### src/rtl/sd_magnitude.sv
// Two-stage leaky-integrator envelope detector for a 1-bit sigma-delta stream.
// Define SD_MAGNITUDE_OUTREG_EN to register the output (one extra enabled cycle of latency).
module sd_magnitude #(
   parameter int WIDTH = 16,
   parameter int GAIN  = 6
) (
   input  logic             clk,
   input  logic             rst,
   input  logic             en,
   input  logic             in,
   output logic [WIDTH-1:0] out
);

   localparam int A1W = WIDTH + GAIN + 1;
   localparam int A2W = WIDTH - 1 + GAIN;
   localparam int MW  = WIDTH - 1;
   localparam logic [MW-1:0] FULL = '1;

   logic signed [A1W-1:0] acc1;
   logic signed [A1W-1:0] acc1_nxt;
   logic signed [A1W-1:0] step_pos;
   logic signed [A1W-1:0] step;
   logic signed [A1W-1:0] est_ext;
   logic [WIDTH-1:0]      est;
   logic [WIDTH-1:0]      est_abs;
   logic [MW-1:0]         mag;
   logic [MW-1:0]         mag_nxt;
   logic [MW-1:0]         avg;
   logic [A2W-1:0]        acc2;
   logic [A2W-1:0]        acc2_nxt;

   // Stage 1: est is acc1 >>> GAIN truncated to WIDTH bits, taken straight from the bit slice.
   always_comb begin
      step_pos = {{(GAIN + 2){1'b0}}, FULL};
      step     = in ? step_pos : -step_pos;
      est      = acc1[WIDTH+GAIN-1:GAIN];
      est_ext  = {{(GAIN + 1){est[WIDTH-1]}}, est};
      acc1_nxt = acc1 - est_ext + step;
   end

   // Only the most negative estimate sets the top bit of est_abs; that case clamps to full scale.
   always_comb begin
      est_abs = est[WIDTH-1] ? (~est + {{(WIDTH - 1){1'b0}}, 1'b1}) : est;
      mag_nxt = est_abs[WIDTH-1] ? FULL : est_abs[MW-1:0];
   end

   assign avg      = acc2[A2W-1:GAIN];
   assign acc2_nxt = acc2 - {{GAIN{1'b0}}, avg} + {{GAIN{1'b0}}, mag};

   always_ff @(posedge clk or negedge rst) begin
      if (!rst) begin
         acc1 <= '0;
      end else if (en) begin
         acc1 <= acc1_nxt;
      end
   end

   always_ff @(posedge clk or negedge rst) begin
      if (!rst) begin
         mag <= '0;
      end else if (en) begin
         mag <= mag_nxt;
      end
   end

   always_ff @(posedge clk or negedge rst) begin
      if (!rst) begin
         acc2 <= '0;
      end else if (en) begin
         acc2 <= acc2_nxt;
      end
   end

`ifdef SD_MAGNITUDE_OUTREG_EN
   logic [WIDTH-1:0] out_q;

   always_ff @(posedge clk or negedge rst) begin
      if (!rst) begin
         out_q <= '0;
      end else if (en) begin
         out_q <= {avg, 1'b0};
      end
   end

   assign out = out_q;
`else
   assign out = {avg, 1'b0};
`endif

endmodule

### config.mk
export PLATFORM = sky130hd
export DESIGN_NAME = sd_magnitude
export DESIGN_NICKNAME = d
export VERILOG_FILES = /design/src/rtl/sd_magnitude.sv
export SDC_FILE = /design/constraint.sdc
export NUM_CORES = 1
export LEC_CHECK = 0
export ABC_AREA = 1
export BUFFER_PORTS_ARGS = -buffer_cell sky130_fd_sc_hd__buf_2
export CAP_MARGIN = 20
export CORE_ASPECT_RATIO = 1.5
export CORE_MARGIN = 5
export CORE_UTILIZATION = 55
export CTS_BUF_LIST = sky130_fd_sc_hd__clkbuf_4
export CTS_CLUSTER_DIAMETER = 120
export DETAILED_ROUTE_END_ITERATION = 10
export PLACE_DENSITY = 0.74
export SKIP_CTS_REPAIR_TIMING = 1
export SLEW_MARGIN = 20
export SYNTH_ARGS = -nofsm -noshare
export SYNTH_HDL_FRONTEND = slang
export SYNTH_SLANG_ARGS = --single-unit
export TNS_END_PERCENT = 1
### constraint.sdc
create_clock -name clk -period 2.2 [get_ports clk]
set_clock_uncertainty 0.05 [all_clocks]
set_input_delay 0.44 -clock clk [delete_from_list [all_inputs] [get_ports clk]]
set_output_delay 0.44 -clock clk [all_outputs]
set_load 0.01 [all_outputs]
==> summary.md, run 1 <==
| Metric | Value |
|---|---|
| Slew @ Worst Pin | `between 0.6 and 0.7 ns` |
| Antenna-violating nets left | `0` |
| Crit path launch type | `register` |
| Top Metal Used | `met4` |
| Initial Utilization | `0.560` |
| Share of layout cells above drive strength 1 | `0.321` |
| Initial antenna violation count | `1` |
| IO buf count | `18` |
| Max Slew Vio Count | `0` |
| Residual DRC | `0` |
| DP Worst Slack | `-0.843 ns` |
| Core footprint | `between 10000 and 15000 sq um` |
| Endpoints failing hold | `0` |
| Number of global-route vias before repair | `approximately 6.4k` |
| Syn Area/Cell | `6.57 sq um` |
| Worst-path maximum fanout | `5` |
| Synth Instances | `just under 1k` |
| Clock Sink Count | `58` |
| WP data required | `2.48 ns` |
| Worst-path clk slew | `~0.12 ns` |
| Maxcap violations | `0` |
| Post-synthesis register bit count | `58` |
| Hold Path Class | `in -> reg` |
| H-tree depth | `3` |
| Ports | `20` |
| First-pass GRT wire length | `between 20000 and 30000 um` |
| Die Y-Extent | `about 140 um` |
| Max clock buf depth | `2` |
| Violated checks | `negative setup slack` |
| Synthesized area | `~6500 sq um` |
| Post-DP HPWL | `roughly 14000 um` |
| CTS Buf Count | `9` |
| Worst-skew pair later-pin latency | `around 0.43 ns` |
| Final nets | `about 1.2k` |
| Worst relative slew slack | `0.585` |
| Overall Global Routing Usage | `0.261` |
| Min Hold Slack | `about 0.38 ns` |
| Met3 Routed Length | `679 um` |
| P&R area growth vs syn | `34.4%` |
| DR WL/cell | `~15 um` |
| Warnings, synthesis | `0` |
| Router iterations before antenna repair | `7` |
| Tcrit/Tclk final | `1.13` |
| CTS root buf | `clkbuf_4` |
| Grt ovf | `0` |
| Netlist cell types | `33` |
| Worst setup EP type | `register` |
| Via-to-Cell Ratio | `5.11` |
| WL met1 | `approximately 6900 um` |
| CTS tree | `built` |
| Final Wtd Congestion | `0.996` |
| Data arrival, critical path | `approximately 2.8 ns` |
| Fmax | `0.404 GHz` |
| Crit Path Class | `reg -> reg` |
| Setup violators final | `32` |
| Pin count of the biggest net entering global routing | `slightly below 60` |
| Via count | `6539` |
| Seq/Total Area, Yosys | `0.225` |
| Post-route worst setup slack | `-0.276 ns` |
| Met2 wire length | `10400 um` |
| Die Wd | `between 90 and 100 um` |
| Mapped Nets | `between 1k and 1.5k` |
| Rows | `between 40 and 50` |
| Die Area | `14000 sq um` |
| Tmin final | `2.48 ns` |
| Total Wirelength | `around 19000 um` |
| Status | `complete, but fails checks` |
| Iter 0 DRT Violations | `303` |
| Unrepaired setup endpoints after global routing | `yes` |
cells in the final DEF, fill, tap and decap left out, drive strengths merged, types with 14 or more instances in the layout:
| cell | instances |
|---|---|
| nand2 | 311 |
| inv | 224 |
| buf | 157 |
| nor2 | 84 |
| nand3 | 63 |
| dfrtp | 58 |
| ha | 46 |
| a21oi | 38 |
| fa | 35 |
| o21ai | 26 |
| xor2 | 14 |
| xnor2 | 14 |
layout make-up:
class / instances / area, sq um
Antenna cell: 1 / 2.50
Clock buffer: 9 / 67.6
Clock inverter: 7 / 60.1
Fill cell: 899 / 2860
Inverter: 226 / 857
Multi-Input combinational cell: 671 / 4850
Sequential cell: 58 / 1460
Tap cell: 150 / 188
Timing Repair Buffer: 158 / 1190
cells by family (layout without fill, tap and decap cells):
family	count (synthesis)	in the layout	synth area share
buffers and inverters	254	400	0.158
XOR/XNOR	28	28	0.0380
flip-flops	58	58	0.225
adder cells (fa/ha/maj)	81	81	0.198
AND/OR/NAND/NOR	489	489	0.318
AO/OA/AOI/OAI	72	72	0.0628
other	1	2	0.000581
final timing paths:
| check | start | endpoint | slack, ns | cells past startpoint |
|---|---|---|---|---|
| worst min register to register | acc2[3]$_DFFE_PN0P_ | acc2[3]$_DFFE_PN0P_ | 0.46 | 2 |
| worst min-delay path | en | acc2[19]$_DFFE_PN0P_ | 0.38 | 4 |
| worst max-delay path | acc1[17]$_DFFE_PN0P_ | acc1[18]$_DFFE_PN0P_ | -0.28 | 13 |
| worst max register to register | acc1[17]$_DFFE_PN0P_ | acc1[18]$_DFFE_PN0P_ | -0.28 | 13 |
| min in group asynchronous | rst | mag[2]$_DFFE_PN0P_ | 0.49 | 3 |
| max in group asynchronous | rst | acc1[21]$_DFFE_PN0P_ | 1.31 | 3 |
routing by layer:
metal / GRT usage / vias up
met5: 0 / -
met4: 0.157 / 0
met3: 0.0254 / 85
met2: 0.504 / 186
met1: 0.268 / 3039
li1: - / 3229
critical path, stage by stage (launching register included):
cell,delay [ns]
dfrtp_1,0.44
buf_6,0.15
fa_1,0.48
inv_2,0.04
ha_4,0.30
nand2_4,0.08
nor2_4,0.12
inv_2,0.07
nor3_4,0.26
nand2_2,0.14
nand2_1,0.09
nand2_1,0.05
nand3_1,0.06
nand2_1,0.05
stage by stage:
step | TNS (ns) | util | instances | area [sq um]
finish | -4.45 | 0.752 | 1280 | 8670
global route | -8.67 | 0.752 | 1280 | 8670
CTS | -8.77 | 0.684 | 1264 | 7890
detailed placement | -14.16 | 0.673 | 1248 | 7760
global placement | -12.50 | 0.673 | 1248 | 7760
floorplan | -4.80 | - | 983 | 6680
synth_stat cells (all sizes together):
cell type / instances / area share
xnor2: 14 / 0.019
nand2: 311 / 0.18
inv: 225 / 0.13
nand3: 63 / 0.050
ha: 46 / 0.089
and2: 1 / 0.00097
nor2: 84 / 0.052
nor3: 8 / 0.0062
clkbuf: 7 / 0.0041
o21ai: 26 / 0.020
clkinv: 1 / 0.00058
o22ai: 4 / 0.0039
a21oi: 38 / 0.034
or2: 2 / 0.0023
dfrtp: 58 / 0.22
buf: 21 / 0.022
conb: 1 / 0.00058
nand3b: 13 / 0.015
o21bai: 4 / 0.0047
fa: 35 / 0.11
nand4: 7 / 0.0068
xor2: 14 / 0.019
sequential cells by signal, indices dropped and copies added, names as in the netlist:
name,flops
acc2,21
acc1,22
mag,15
Power of run 1 is left out: the tool's default activity adds up to more than one toggle a clock period on the data nets, which glitch-free logic cannot reach.
==> inputs of run 2 (changes only) <==
ABC_AREA = default   (was 1)
CORE_UTILIZATION = 59   (was 55)
PLACE_DENSITY = 0.78   (was 0.74)
==> run 2 against run 1 <==
Against the previous run: the run ends with design-rule violations, negative setup slack left; cell area shrank 12%; utilization is 4.0 points higher; first-iteration DRC count increased by 16%; via count down 15%; sequential share of layout area grew 2.3 points; area after synthesis is 12% lower; critical path type unchanged; largest cell class unchanged.
==> summary.md, run 2 <==
| Metric | Value |
|---|---|
| Antenna-violating nets left | `0 (unchanged)` |
| Post-route worst setup slack | `-0.781 ns (-0.505 ns)` |
| Iter 0 DRT Violations | `351 (+16%)` |
| Commonest non-fill, non-tap cell in the layout | `buf_4` |
| Overall Global Routing Usage | `0.268 (+0.00622)` |
| CTS Buf Count | `9 (unchanged)` |
| Initial antenna violation count | `1 (unchanged)` |
| Fmax | `0.335 GHz (-17%)` |
| Rows | `44 (-8.3%)` |
| Clock Sink Count | `58 (unchanged)` |
| Largest Register | `acc1` |
| Unrepaired setup endpoints after global routing | `yes` |
| Seq/Total Area, Yosys | `0.255 (+0.0300)` |
| Data arrival, critical path | `3.25 ns (+0.49 ns)` |
| First-pass GRT wire length | `25700 um (-12%)` |
| Via-to-Cell Ratio | `5.90 (+16%)` |
| Violated checks | `design-rule violations, negative setup slack` |
| Top FF cell, synth | `dfrtp_1` |
| Top cell type's share of synthesized area | `0.255 (+0.0300)` |
| Worst path cell trace | `inv_1 -> fa_1 -> inv_1 -> ha_1 -> and3_4 -> and2_4 -> and4_4 -> a211o_4 -> o2111ai_2 -> nand4b_1 -> a211o_1` |
| Initial Utilization | `0.595 (+0.0348)` |
| Via count | `5547 (-15%)` |
| IO buf count | `18 (unchanged)` |
| Most frequent cells in the layout | `buf_4, inv_1, dfrtp_1` |
| Post-synth EDFFs | `0 (unchanged)` |
| Grt ovf | `0 (unchanged)` |
| Mapped Nets | `745 (-30%)` |
| WP data required | `2.47 ns (about the same)` |
| Die Y-Extent | `130 um (-8.7%)` |
| Crit-path slowest cell | `fa_1` |
| Post-synth top cells | `inv_1, dfrtp_1, ha_1` |
| Share of layout cells above drive strength 1 | `0.348 (+0.0277)` |
| Status | `complete, but fails checks` |
| Setup TNS | `-18.43 ns (-13.99 ns)` |
| Maxcap violations | `0 (unchanged)` |
| Crit path launch type | `register` |
| Core footprint | `9580 sq um (-17%)` |
| Synth Instances | `660 (-33%)` |
| Max Slew Vio Count | `0 (unchanged)` |
| P&R area growth vs syn | `33.3%` |
| Crit-path max cell delay | `0.57 ns (+0.09 ns)` |
| Worst-path clk slew | `0.10 ns (-0.02 ns)` |
| Final Wtd Congestion | `0.944 (-5.3%)` |
| Total Wirelength | `17400 um (-9.2%)` |
| Router iterations before antenna repair | `8 (+1)` |
| Utilization after layout | `0.793 (+0.0404)` |
| Fill cell count | `529 (-41%)` |
| Synthesized area | `5700 sq um (-12%)` |
| Endpoints failing hold | `0 (unchanged)` |
| Number of global-route vias before repair | `5689 (-11%)` |
| Async SR Flop Fraction | `1.00 (unchanged)` |
| Max clock buf depth | `2 (unchanged)` |
| Worst setup EP type | `register` |
| Die Wd | `90.2 um (-8.4%)` |
| Warnings, synthesis | `0 (unchanged)` |
| Critical path's most frequent cell | `inv_1` |
| Syn Area/Cell | `8.63 sq um (+31%)` |
| Worst-skew pair later-pin latency | `0.44 ns (about the same)` |
| Leading registers by flop count | `acc1 (22), acc2 (21), mag (15)` |
| Max reg flops | `22 (unchanged)` |
| DR WL/cell | `18.5 um (+24%)` |
| Worst-path maximum fanout | `6 (+1)` |
| Pin count of the biggest net entering global routing | `53 (-10%)` |
| Multi-input gate area | `4040 sq um (-17%)` |
| Hold Path Class | `in -> reg` |
| CTS root buf | `clkbuf_4` |
| Ports | `20 (unchanged)` |
| Tmin final | `2.98 ns (+0.505 ns)` |
| Final nets | `905 (-25%)` |
| Cell taking the most area after synthesis | `dfrtp_1` |
| CTS tree | `built` |
| Setup violators final | `34 (+6.3%)` |
| Crit Path Class | `reg -> reg` |
| Residual DRC | `2 (+2)` |
| Top area cells in the synthesized netlist | `dfrtp_1, fa_1, ha_1` |
| Post-DP HPWL | `11900 um (-15%)` |
| Top-count cell post-synth | `inv_1` |
| Post-synthesis register bit count | `58 (unchanged)` |
| Netlist cell types | `57 (+73%)` |
| FF+latch area | `1450 sq um (-0.34%)` |
| Tcrit/Tclk final | `1.35 (+0.229)` |
| Die Area | `11800 sq um (-16%)` |
| H-tree depth | `3 (unchanged)` |
-- run 2: path summary, 6_finish.rpt --
path / startpoint / end / slack [ns] / depth (start not counted)
setup / recovery: acc2[13]$_DFFE_PN0P_ / acc2[20]$_DFFE_PN0P_ / -0.78 / 11
hold / removal: en / acc1[20]$_DFFE_PN0P_ / 0.29 / 2
setup reg to reg: acc2[13]$_DFFE_PN0P_ / acc2[20]$_DFFE_PN0P_ / -0.78 / 11
hold reg to reg: mag[13]$_DFFE_PN0P_ / mag[13]$_DFFE_PN0P_ / 0.52 / 2
max in group asynchronous: rst / acc1[21]$_DFFE_PN0P_ / 1.12 / 3
min in group asynchronous: rst / acc1[3]$_DFFE_PN0P_ / 0.40 / 2
-- run 2: critical path: cells and delay by family, from the launching register on --
| kind | cells | cell delay (ns) |
|---|---|---|
| flip-flops | 1 | 0.37 |
| buffers and inverters | 2 | 0.16 |
| adder cells (fa/ha/maj) | 2 | 0.88 |
| AO/OA/AOI/OAI | 3 | 0.80 |
| AND/OR/NAND/NOR | 4 | 0.62 |
-- run 2: cell type report --
type	instances	area share
multi-input combinational	435	0.531
sequential	58	0.191
timing repair buffer	181	0.177
inverter	135	0.0672
tap	115	0.0189
clock buffer	12	0.0119
clock inverter	3	0.00231
antenna	1	0.000330
-- run 2: stage by stage --
step	cells	setup WS [ns]	hold slack, ns	cell area, sq um
2_1_floorplan	660	-0.840	0.0944	5820
3_3_place_gp	918	-0.916	0.238	7040
3_5_place_dp	918	-1.03	0.245	7040
4_1_cts	933	-0.903	-0.240	7150
5_1_grt	940	-0.880	0.279	7590
6_report	940	-0.781	0.289	7590
-- run 2: cell families (layout without fill, tap and decap cells) --
kind of cell | Yosys count | after routing | synth area share
compound gates | 173 | 173 | 0.198
xor+xnor | 45 | 45 | 0.0692
fa+ha+maj | 81 | 81 | 0.224
buf+inv | 167 | 331 | 0.122
flops | 58 | 58 | 0.255
mux | 16 | 16 | 0.0281
other cells | 1 | 2 | 0.000658
simple gates | 119 | 119 | 0.104
-- run 2: routing by layer --
layer  vias to the layer above  GRT usage  routed length, um
met5                         -          0                  0
li1                       2522          -                  -
met4                         0      0.149                926
met3                        87     0.0433                717
met2                       215      0.500               9390
met1                      2723      0.286               6390
Power of run 2 is left out for the same reason.
